File: config.mk
export PLATFORM = sky130hd
export DESIGN_NAME = ftdi_rx_frame_parser_flat
export DESIGN_NICKNAME = d
export VERILOG_FILES = /design/src/rtl/ftdi_frame_pkg.sv /design/src/rtl/ftdi_rx_frame_parser_if.sv /design/src/rtl/axis_reg_slice.sv /design/src/rtl/ftdi_rx_frame_parser.sv /design/src/flat_wrapper.sv
export SDC_FILE = /design/constraint.sdc
export NUM_CORES = 1
export LEC_CHECK = 0
export CORE_AREA = 2 2 113 115
export CTS_BUF_LIST = sky130_fd_sc_hd__clkbuf_4
export DETAILED_ROUTE_END_ITERATION = 16
export DIE_AREA = 0 0 115 117
export GPL_TIMING_DRIVEN = 0
export PLACE_DENSITY = 0.78
export REMOVE_ABC_BUFFERS = 1
export SLEW_MARGIN = 20
export SYNTH_ARGS = -nofsm -noshare
export SYNTH_HDL_FRONTEND = slang
export SYNTH_SLANG_ARGS = --single-unit
File: constraint.sdc
create_clock -name rx_clk -period 4.8 [get_ports rx_clk]
set_clock_uncertainty 0.2 [all_clocks]
set_input_delay 0.48 -clock rx_clk [delete_from_list [all_inputs] [get_ports rx_clk]]
set_output_delay 0.48 -clock rx_clk [all_outputs]
set_load 0.02 [all_outputs]
File: src/rtl/ftdi_frame_pkg.sv
// Shared definitions for the RX frame parser: the default sync word, the
// frame status codes, the header field positions and the parser states.
package ftdi_frame_pkg;

    localparam logic [15:0] SYNC_WORD_DEF = 16'hA55A;

    // Header layout inside the low 32 bits of the first beat of a packet
    localparam int HDR_SYNC_MSB = 31;
    localparam int HDR_SYNC_LSB = 16;
    localparam int HDR_CMD_MSB  = 15;
    localparam int HDR_CMD_LSB  = 8;
    localparam int HDR_LEN_MSB  = 7;
    localparam int HDR_LEN_LSB  = 0;

    typedef enum logic [1:0] {
        ST_OK    = 2'd0,
        ST_SYNC  = 2'd1,
        ST_SHORT = 2'd2,
        ST_LONG  = 2'd3
    } frame_status_t;

    typedef enum logic [1:0] {
        HDR  = 2'd0,
        PAY  = 2'd1,
        DROP = 2'd2
    } parse_state_t;

endpackage

File: src/rtl/ftdi_rx_frame_parser_if.sv
// AXI4-Stream bundle used for both the raw receive stream and the payload
// stream; tuser carries the command code on the payload side.
interface ftdi_rx_frame_parser_if #(
    parameter int DATA_BYTES = 4
) ();
    logic                    tvalid;
    logic                    tready;
    logic [DATA_BYTES*8-1:0] tdata;
    logic [DATA_BYTES-1:0]   tkeep;
    logic                    tlast;
    logic [7:0]              tuser;

    modport master (
        output tvalid, tdata, tkeep, tlast, tuser,
        input  tready
    );

    modport slave (
        input  tvalid, tdata, tkeep, tlast, tuser,
        output tready
    );
endinterface

File: src/rtl/axis_reg_slice.sv
// One-deep AXIS output register. Holds a word stable until the consumer
// takes it and accepts a new one in the same cycle the old one leaves.
module axis_reg_slice #(
    parameter int DATA_BYTES = 4
) (
    input  logic                    clk,
    input  logic                    rst,
    input  logic                    in_valid,
    output logic                    in_ready,
    input  logic [DATA_BYTES*8-1:0] in_data,
    input  logic [DATA_BYTES-1:0]   in_keep,
    input  logic                    in_last,
    input  logic [7:0]              in_user,
    ftdi_rx_frame_parser_if.master  m_axis
);

    logic                    vld_p1;
    logic [DATA_BYTES*8-1:0] data_p1;
    logic [DATA_BYTES-1:0]   keep_p1;
    logic                    last_p1;
    logic [7:0]              user_p1;

    assign in_ready = !vld_p1 || m_axis.tready;

    // Output register stage: load on a free slot, otherwise hold for the consumer
    always_ff @(posedge clk or posedge rst) begin
        if (rst) begin
            vld_p1  <= 1'b0;
            data_p1 <= '0;
            keep_p1 <= '0;
            last_p1 <= 1'b0;
            user_p1 <= '0;
        end else if (in_ready) begin
            vld_p1 <= in_valid;
            if (in_valid) begin
                data_p1 <= in_data;
                keep_p1 <= in_keep;
                last_p1 <= in_last;
                user_p1 <= in_user;
            end
        end
    end

    assign m_axis.tvalid = vld_p1;
    assign m_axis.tdata  = data_p1;
    assign m_axis.tkeep  = keep_p1;
    assign m_axis.tlast  = last_p1;
    assign m_axis.tuser  = user_p1;

endmodule

File: src/rtl/ftdi_rx_frame_parser.sv
// Splits each tlast-delimited USB packet into a header and a payload,
// checks sync and length, forwards the payload tagged with its command code,
// discards malformed frames and keeps saturating status counters.
module ftdi_rx_frame_parser
    import ftdi_frame_pkg::*;
#(
    parameter int          DATA_BYTES = 4,
    parameter logic [15:0] SYNC_WORD  = SYNC_WORD_DEF,
    parameter int          CNT_WIDTH  = 16
) (
    input  logic                   rx_clk,
    input  logic                   rst_rxclk,
    ftdi_rx_frame_parser_if.slave  s_axis,
    ftdi_rx_frame_parser_if.master m_axis,
    output logic                   frame_done,
    output logic [1:0]             frame_status,
    output logic [CNT_WIDTH-1:0]   cnt_frames_ok,
    output logic [CNT_WIDTH-1:0]   cnt_err_sync,
    output logic [CNT_WIDTH-1:0]   cnt_err_len
);

    // Counters stick at all-ones instead of wrapping
    function automatic logic [CNT_WIDTH-1:0] sat_inc(input logic [CNT_WIDTH-1:0] v);
        return (&v) ? v : v + 1'b1;
    endfunction

    parse_state_t  state_q;
    frame_status_t pend_q;
    logic [7:0]    cnt_q;
    logic [7:0]    len_q;
    logic [7:0]    cmd_q;

    logic [15:0]   hdr_sync;
    logic [7:0]    hdr_cmd;
    logic [7:0]    hdr_len;
    logic          sync_ok;
    logic          beat;
    logic          last_word;
    logic          slice_ready;
    logic          pay_valid;
    logic          pay_last;
    logic          close_en;
    frame_status_t close_code;

    // The input tuser has no meaning on the receive side
    logic unused_s_tuser;
    assign unused_s_tuser = ^s_axis.tuser;

    assign hdr_sync = s_axis.tdata[HDR_SYNC_MSB:HDR_SYNC_LSB];
    assign hdr_cmd  = s_axis.tdata[HDR_CMD_MSB:HDR_CMD_LSB];
    assign hdr_len  = s_axis.tdata[HDR_LEN_MSB:HDR_LEN_LSB];
    assign sync_ok  = (hdr_sync == SYNC_WORD);

    // Only PAY waits on the output register; HDR and DROP always sink beats.
    // Ready is held low while reset is asserted so every output reads 0.
    assign s_axis.tready = !rst_rxclk && ((state_q == PAY) ? slice_ready : 1'b1);
    assign beat          = s_axis.tvalid && s_axis.tready;
    assign last_word     = ({1'b0, cnt_q} + 9'd1) == {1'b0, len_q};
    assign pay_valid     = (state_q == PAY) && beat;
    assign pay_last      = s_axis.tlast || last_word;

    // Decide whether the current beat closes a frame and with which status
    always_comb begin
        close_en   = 1'b0;
        close_code = ST_OK;
        if (beat && s_axis.tlast) begin
            close_en = 1'b1;
            case (state_q)
                HDR: begin
                    if (!sync_ok)            close_code = ST_SYNC;
                    else if (hdr_len == 8'd0) close_code = ST_OK;
                    else                      close_code = ST_SHORT;
                end
                PAY:     close_code = last_word ? ST_OK : ST_SHORT;
                DROP:    close_code = pend_q;
                default: close_code = ST_OK;
            endcase
        end
    end

    // Parser FSM with registered close pulse and status counters
    always_ff @(posedge rx_clk or posedge rst_rxclk) begin
        if (rst_rxclk) begin
            state_q       <= HDR;
            pend_q        <= ST_OK;
            cnt_q         <= '0;
            len_q         <= '0;
            cmd_q         <= '0;
            frame_done    <= 1'b0;
            frame_status  <= '0;
            cnt_frames_ok <= '0;
            cnt_err_sync  <= '0;
            cnt_err_len   <= '0;
        end else begin
            frame_done <= close_en;
            if (close_en) begin
                frame_status <= close_code;
                case (close_code)
                    ST_OK:   cnt_frames_ok <= sat_inc(cnt_frames_ok);
                    ST_SYNC: cnt_err_sync  <= sat_inc(cnt_err_sync);
                    default: cnt_err_len   <= sat_inc(cnt_err_len);
                endcase
            end

            case (state_q)
                HDR: begin
                    if (beat && !s_axis.tlast) begin
                        if (!sync_ok) begin
                            state_q <= DROP;
                            pend_q  <= ST_SYNC;
                        end else if (hdr_len == 8'd0) begin
                            state_q <= DROP;
                            pend_q  <= ST_LONG;
                        end else begin
                            state_q <= PAY;
                            cmd_q   <= hdr_cmd;
                            len_q   <= hdr_len;
                            cnt_q   <= '0;
                        end
                    end
                end
                PAY: begin
                    if (beat) begin
                        if (s_axis.tlast) begin
                            state_q <= HDR;
                        end else if (last_word) begin
                            state_q <= DROP;
                            pend_q  <= ST_LONG;
                        end else begin
                            cnt_q <= cnt_q + 8'd1;
                        end
                    end
                end
                DROP: begin
                    if (beat && s_axis.tlast) state_q <= HDR;
                end
                default: state_q <= HDR;
            endcase
        end
    end

    axis_reg_slice #(
        .DATA_BYTES (DATA_BYTES)
    ) u_out_slice (
        .clk      (rx_clk),
        .rst      (rst_rxclk),
        .in_valid (pay_valid),
        .in_ready (slice_ready),
        .in_data  (s_axis.tdata),
        .in_keep  (s_axis.tkeep),
        .in_last  (pay_last),
        .in_user  (cmd_q),
        .m_axis   (m_axis)
    );

endmodule

File: src/flat_wrapper.sv
// flat-port wrapper written by rule: the top's interface ports become plain ports
module ftdi_rx_frame_parser_flat import ftdi_frame_pkg::*;
#(
    parameter int          DATA_BYTES = 4,
    parameter logic [15:0] SYNC_WORD  = SYNC_WORD_DEF,
    parameter int          CNT_WIDTH  = 16
)
  (rx_clk, rst_rxclk, frame_done, frame_status, cnt_frames_ok, cnt_err_sync, cnt_err_len, s_axis_tvalid, s_axis_tdata, s_axis_tkeep, s_axis_tlast, s_axis_tuser, s_axis_tready, m_axis_tvalid, m_axis_tdata, m_axis_tkeep, m_axis_tlast, m_axis_tuser, m_axis_tready);
  ftdi_rx_frame_parser_if #(.DATA_BYTES(DATA_BYTES)) s_axis_i ();
  ftdi_rx_frame_parser_if #(.DATA_BYTES(DATA_BYTES)) m_axis_i ();
  input  logic rx_clk;
  input  logic rst_rxclk;
  output logic frame_done;
  output logic [1:0] frame_status;
  output logic [CNT_WIDTH-1:0] cnt_frames_ok;
  output logic [CNT_WIDTH-1:0] cnt_err_sync;
  output logic [CNT_WIDTH-1:0] cnt_err_len;
  input wire logic [$bits(s_axis_i.tvalid)-1:0] s_axis_tvalid;
  input wire logic [$bits(s_axis_i.tdata)-1:0] s_axis_tdata;
  input wire logic [$bits(s_axis_i.tkeep)-1:0] s_axis_tkeep;
  input wire logic [$bits(s_axis_i.tlast)-1:0] s_axis_tlast;
  input wire logic [$bits(s_axis_i.tuser)-1:0] s_axis_tuser;
  output wire logic [$bits(s_axis_i.tready)-1:0] s_axis_tready;
  output wire logic [$bits(m_axis_i.tvalid)-1:0] m_axis_tvalid;
  output wire logic [$bits(m_axis_i.tdata)-1:0] m_axis_tdata;
  output wire logic [$bits(m_axis_i.tkeep)-1:0] m_axis_tkeep;
  output wire logic [$bits(m_axis_i.tlast)-1:0] m_axis_tlast;
  output wire logic [$bits(m_axis_i.tuser)-1:0] m_axis_tuser;
  input wire logic [$bits(m_axis_i.tready)-1:0] m_axis_tready;
  assign s_axis_i.tvalid = s_axis_tvalid;
  assign s_axis_i.tdata = s_axis_tdata;
  assign s_axis_i.tkeep = s_axis_tkeep;
  assign s_axis_i.tlast = s_axis_tlast;
  assign s_axis_i.tuser = s_axis_tuser;
  assign s_axis_tready = s_axis_i.tready;
  assign m_axis_tvalid = m_axis_i.tvalid;
  assign m_axis_tdata = m_axis_i.tdata;
  assign m_axis_tkeep = m_axis_i.tkeep;
  assign m_axis_tlast = m_axis_i.tlast;
  assign m_axis_tuser = m_axis_i.tuser;
  assign m_axis_i.tready = m_axis_tready;
  ftdi_rx_frame_parser #(.DATA_BYTES(DATA_BYTES), .SYNC_WORD(SYNC_WORD), .CNT_WIDTH(CNT_WIDTH)) u_core (.rx_clk(rx_clk), .rst_rxclk(rst_rxclk), .s_axis(s_axis_i), .m_axis(m_axis_i), .frame_done(frame_done), .frame_status(frame_status), .cnt_frames_ok(cnt_frames_ok), .cnt_err_sync(cnt_err_sync), .cnt_err_len(cnt_err_len));
endmodule
## After elaboration in Yosys (flattened, before gate mapping)

Cells that the tools add are included.

| word-level totals | value |
|---|---|
| register bits after elaboration | 125 |
| latch bits | 0 |
| RAM bits | 0 |
| bits in read-only memories | 0 |
| input bits | 49 |
| memories kept | 0 |

| cells by class | value |
|---|---|
| $add $sub $neg | 5 |
| multiply operators | 0 |
| div/mod/pow operators | 0 |
| magnitude comparators | 0 |
| equal/unequal tests | 15 |
| shift operators | 0 |
| multiplexer cells | 29 |
| bitwise logic cells | 5 |
| reduce and logical (&&, ||, !) cells | 26 |

Operators with widths:

| kind | number |
|---|---|
| $add A16 B1 Y16 const B | 3 |
| $mux W8 | 6 |
| $reduce_and A16 Y1 | 3 |
| $mux W2 | 17 |
| $eq A16 B16 Y1 const B | 1 |
| $pmux W8 S2 | 1 |
| $pmux W2 S3 | 2 |
| $ne A2 B1 Y1 const B | 5 |
| $add A8 B1 Y9 const B | 1 |
| $eq A9 B8 Y1 | 1 |
| $reduce_and A3 Y1 | 3 |
| $add A8 B1 Y8 const B | 1 |
| $logic_not A8 Y1 | 1 |
| $reduce_and A4 Y1 | 2 |
| $reduce_and A7 Y1 | 1 |
| $ne A2 B2 Y1 const B | 3 |
| $reduce_and A6 Y1 | 1 |
| $logic_and A1 B1 Y1 | 5 |
| $not A1 Y1 | 5 |
| $eq A2 B1 Y1 const B | 2 |
| $logic_not A2 Y1 | 2 |
| $pmux W2 S2 | 1 |
| $logic_not A1 Y1 | 3 |
| $ne A3 B2 Y1 const B | 1 |
| 7 further kinds | 9 |

## Longest topological paths before layout

| logic depth | value |
|---|---|
| depth in word-level cells | 11 |
| depth in mapped cells | 10 |

## By module

Synthesis repeated with hierarchy kept, for this count alone.

| unflattened totals | value |
|---|---|
| cell total of the unflattened synthesis | 470 |
| area total of the unflattened synthesis | 5844.4 µm² |

By module, submodules not included:

| module | times used | cells each | area an instance (µm²) |
|---|---|---|---|
| ftdi_rx_frame_parser | 1 | 371 | 3956.3 |
| axis_reg_slice | 1 | 99 | 1888.1 |

## Worst setup path before layout

Ideal clock, no wire load.

| timing path | value |
|---|---|
| kind | input -> register |
| from | in s_axis_tdata[27] |
| to | reg u_core.cnt_err_len[1] |
| setup time | 0.128 ns |
| arrival | 2.296 ns |
| required time | 4.472 ns |
| slack | 2.177 ns |
| cell stages on the path | 7 |
| path buffers | 1 |
| path through | nor4b_1 -> nand4_1 -> nor4_4 -> nor2_1 -> buf_2 -> a21oi_1 -> mux2_1 |

| on the way | value |
|---|---|
| longest elaborated chain between the ends | 8 |

RTL lines:

| element | line | text |
|---|---|---|
| start: declaration | flat_wrapper.sv:19 | `input wire logic [$bits(s_axis_i.tdata)-1:0] s_axis_tdata;` |
| $eq A16 B16 Y1 (*) | ftdi_rx_frame_parser.sv:52 | `assign sync_ok = (hdr_sync == SYNC_WORD);` |
| $mux W2 (*) | ftdi_rx_frame_parser.sv:70 | `if (!sync_ok) close_code = ST_SYNC;` |
| $pmux W2 S3 (*) | ftdi_rx_frame_parser.sv:68 | `case (state_q)` |
| $mux W2 (*) | ftdi_rx_frame_parser.sv:66 | `if (beat && s_axis.tlast) begin` |
| $eq A2 B1 Y1 / $logic_not A2 Y1 (equally long branches) | ftdi_rx_frame_parser.sv:98 | `case (close_code)` |
| $reduce_or A2 Y1 (no source line) (*) | n/a |  |
| $not A1 Y1 (no source line) (*) | n/a |  |
| $reduce_and A3 Y1 (no source line) (*) | n/a |  |
| end signal: assignment | ftdi_rx_frame_parser.sv:101 | `default: cnt_err_len <= sat_inc(cnt_err_len);` |
| end: declaration | ftdi_rx_frame_parser.sv:19 | `output logic [CNT_WIDTH-1:0] cnt_err_len` |

Every way passes the cells marked *; elsewhere a longest branch is shown, timed or not.
A chain may end at the register's enable or synchronous reset.

## Final worst setup path

| timing path | value |
|---|---|
| from | in s_axis_tdata[27] |
| to | reg u_core.cnt_frames_ok[1] |

| on the way | value |
|---|---|
| longest elaborated chain between the ends | 6 |

RTL lines:

| element | line | text |
|---|---|---|
| $eq A16 B16 Y1 | ftdi_rx_frame_parser.sv:52 |  |
| $mux W2 | ftdi_rx_frame_parser.sv:70 |  |
| $pmux W2 S3 | ftdi_rx_frame_parser.sv:68 |  |
| $mux W2 | ftdi_rx_frame_parser.sv:66 |  |
| $logic_not A2 Y1 | ftdi_rx_frame_parser.sv:98 |  |
| $reduce_and A3 Y1 (no source line) | n/a |  |
| end signal: assignment | ftdi_rx_frame_parser.sv:99 | `ST_OK: cnt_frames_ok <= sat_inc(cnt_frames_ok);` |
| end: declaration | ftdi_rx_frame_parser.sv:17 | `output logic [CNT_WIDTH-1:0] cnt_frames_ok,` |

Every way passes these cells.

==> results.json <==
{
  "period_share_pct": 73.7,
  "numPortBuffers": 138,
  "antenna_found_initial": 1,
  "period_needed_ns": 3.54,
  "viasPerCell": 5.54,
  "wirelength_um": 13600,
  "wire_per_inst_um": 17.2,
  "synth_edf_count": 0,
  "grt_setup_unrepaired": "false",
  "finalWorstSetupSlack_ns": 1.26,
  "dieHeight_um": 117,
  "syn_inst": 484,
  "avgSynthCellArea_um2": 12.1,
  "clk_pin_slew_ns": 0.11,
  "ctsHoldBuffers": 0,
  "yosys_warnings": 0,
  "synth_area_um2": 5860,
  "relSlewSlack_pct": 27.1,
  "ir_drop_uv": 188,
  "root_buffer": "clkbuf_4",
  "p_per_area_nw_per_um2": 297,
  "synthFlopType": "dfrtp_1",
  "hp-class": "in2async",
  "crit_type": "in2reg",
  "dp.final_hpwl_um": 9700,
  "coreArea_um2": 12300,
  "drcViolationCount": 0,
  "drv_cap": 0,
  "async_reset_ff_share_pct": 100,
  "cts.sinks": 125,
  "yosysUniqueCellTypes": 57,
  "drt_iter0_drc": 224,
  "clkLatencyLatePin_ns": 0.51,
  "grt_pass1_vias": 4376,
  "place_ws_ns": 0.670,
  "tightest_slew_ns": 1.09,
  "die_area_um2": 13500,
  "p_leak_nw": 3.49,
  "yosysSeqAreaShare_pct": 53.3,
  "num_rows": 41,
  "layout.nets": 678,
  "initial_utilization_pct": 47.6,
  "crit_arrival_ns": 3.75,
  "grt_use_total_pct": 21.1,
  "overflow": 0,
  "place_congestion": 0.835,
  "status": "finished, final reports clean",
  "layout-drive-gt1-share_pct": 19.4,
  "num_vias": 4368,
  "h-tree-depth": 4,
  "crit_path_start_kind": "input port",
  "drtPass1Iterations": 5,
  "holdWs_ns": 0.192,
  "ios": 147,
  "clock_path_buffers": 2,
  "areaGrowthSynthToFinish_pct": 32.5,
  "grt_max_degree": 80,
  "setup_viol": 0,
  "finalHoldViolations": 0,
  "final_max_slew_viol_count": 0,
  "die_w_um": 115,
  "timing.fmax_mhz": 283,
  "ys_ff_latch": 125,
  "endpoint_kind": "flip-flop",
  "cts_tree": "built",
  "cts_resized": 0,
  "numCtsBuffers": 17,
  "cp_max_fo": 15,
  "ant_nets": 0,
  "grt_pass1_wl_um": 22100,
  "critical_path_required_ns": 5.01,
  "post_cts_buffers": 0
}
[registers in the layout (all words and copies together), names as in the netlist]
name                              flops
u_core.u_out_slice.m_axis.tdata      32
u_core.cnt_err_len                   16
u_core.cnt_err_sync                  16
u_core.cnt_frames_ok                 16
u_core.cmd_q                          8
u_core.cnt_q                          8
u_core.len_q                          8
u_core.u_out_slice.m_axis.tuser       8
u_core.u_out_slice.m_axis.tkeep       4
u_core.frame_status                   2
u_core.pend_q                         2
u_core.state_q                        2
u_core.frame_done                     1
u_core.u_out_slice.m_axis.tlast       1
u_core.u_out_slice.m_axis.tvalid      1
[synth_stat cells, types with 3 or more instances]
| cell | instances | area (µm²) |
|---|---|---|
| nand2_1 | 30 | 113 |
| nor2_1 | 24 | 90.1 |
| a31oi_1 | 3 | 18.8 |
| ha_1 | 4 | 50.1 |
| a211oi_1 | 5 | 37.5 |
| and4_1 | 6 | 52.6 |
| clkbuf_1 | 6 | 22.5 |
| o31ai_1 | 4 | 30.0 |
| a2111oi_2 | 3 | 45.0 |
| nor4_2 | 7 | 87.6 |
| or2_2 | 3 | 18.8 |
| buf_2 | 9 | 45.0 |
| and4b_1 | 3 | 30.0 |
| nor4_1 | 4 | 25.0 |
| nand3_1 | 20 | 100 |
| nor4_4 | 4 | 85.1 |
| a2111oi_0 | 6 | 52.6 |
| nor4b_1 | 3 | 26.3 |
| mux2_2 | 63 | 709 |
| and3_1 | 8 | 50.1 |
| nand4_1 | 12 | 75.1 |
| o22ai_1 | 3 | 18.8 |
| dfrtp_1 | 125 | 3130 |
| xor2_1 | 35 | 307 |
| inv_1 | 11 | 41.3 |
| nor3_1 | 5 | 25.0 |
| o21ai_0 | 13 | 65.1 |
| xnor2_1 | 14 | 123 |
| o41ai_1 | 3 | 26.3 |
| nand2b_1 | 8 | 50.1 |
| a21oi_1 | 9 | 45.0 |
[layer usage]
layer  global-route usage [%]  wire length [µm]  vias up
met5                        0                 0        -
met1                     26.8              5710     2178
met3                     5.92               591       25
met2                     34.7              6960      103
li1                         -                 -     2062
met4                     8.19               285        0
[final cells by class]
cell class                 instances  area, µm²
tap                              150        188
inverter                          11       46.3
antenna                            1       2.50
clock inverter                    11        191
timing repair buffer             140       1440
multi-input combinational        330       2620
clock buffer                      21        158
fill                             998       4540
sequential                       125       3130
[cells by family (layout without fill, tap and decap cells)]
logic type	count (synthesis)	after routing	synth area share (%)
compound gates	65	65	8.21
mux	65	65	12.5
other cells	0	1	0
fa+ha+maj	4	4	0.853
flops	125	125	53.3
simple gates	147	147	15.6
xor+xnor	49	49	7.32
buf+inv	29	183	2.26
[final timing paths]
check	start	end	slack [ns]	cells after the start
setup / recovery	s_axis_tdata[27]	u_core.cnt_frames_ok[1]	1.26	8
hold / removal	rst_rxclk	u_core.cnt_err_sync[3]	0.19	2
setup reg to reg	u_core.state_q[1]	u_core.cnt_frames_ok[1]	1.62	7
hold reg to reg	u_core.pend_q[0]	u_core.pend_q[0]	0.29	1
max in group asynchronous	rst_rxclk	u_core.cmd_q[3]	3.48	3
min in group rx_clk	u_core.pend_q[0]	u_core.pend_q[0]	0.29	1
[power breakdown]
| group | total [mW] | internal (mW) | switching (mW) |
|---|---|---|---|
| logic | 0.285 | 0.143 | 0.142 |
| clock network | 0.877 | 0.488 | 0.389 |
| registers | 1.15 | 1.09 | 0.0506 |
[worst max-delay path: stages]
cell,delay (ns)
clkdlybuf4s50_1,0.42
nor4b_1,0.41
nand4_1,0.42
nor4_4,0.49
nor3_1,0.14
a32oi_2,0.88
nor2_1,0.17
mux2_2,0.32
[cell usage in the layout (no fill, tap or decap), types with 6 or more instances in the layout]
cell	netlist	layout
clkdlybuf4s50_1	0	138
dfrtp_1	125	125
mux2_2	63	63
xor2_1	35	35
nand2_1	30	30
nor2_1	24	23
clkbuf_4	0	21
nand3_1	20	20
xnor2_1	14	14
o21ai_0	13	13
nand4_1	12	12
inv_1	11	10
a21oi_1	9	9
nand2b_1	8	8
and3_1	8	8
nor4_2	7	7
and4_1	6	6
a2111oi_0	6	6
[metrics by stage]
stage / utilization (%) / TNS, ns / power [mW] / cells / instance area [µm²]
after floorplan: - / 0 / 1.30 / 466 / 5770
after global placement: 59.6 / -147.54 / 1.44 / 754 / 7340
after detailed placement: 60.2 / 0 / 1.46 / 756 / 7410
after CTS: 63.0 / 0 / 2.33 / 788 / 7760
after global routing: 63.1 / 0 / 2.41 / 789 / 7770
final: 63.1 / 0 / 2.31 / 789 / 7770
No activity file was read; power rests on OpenSTA's default activity.
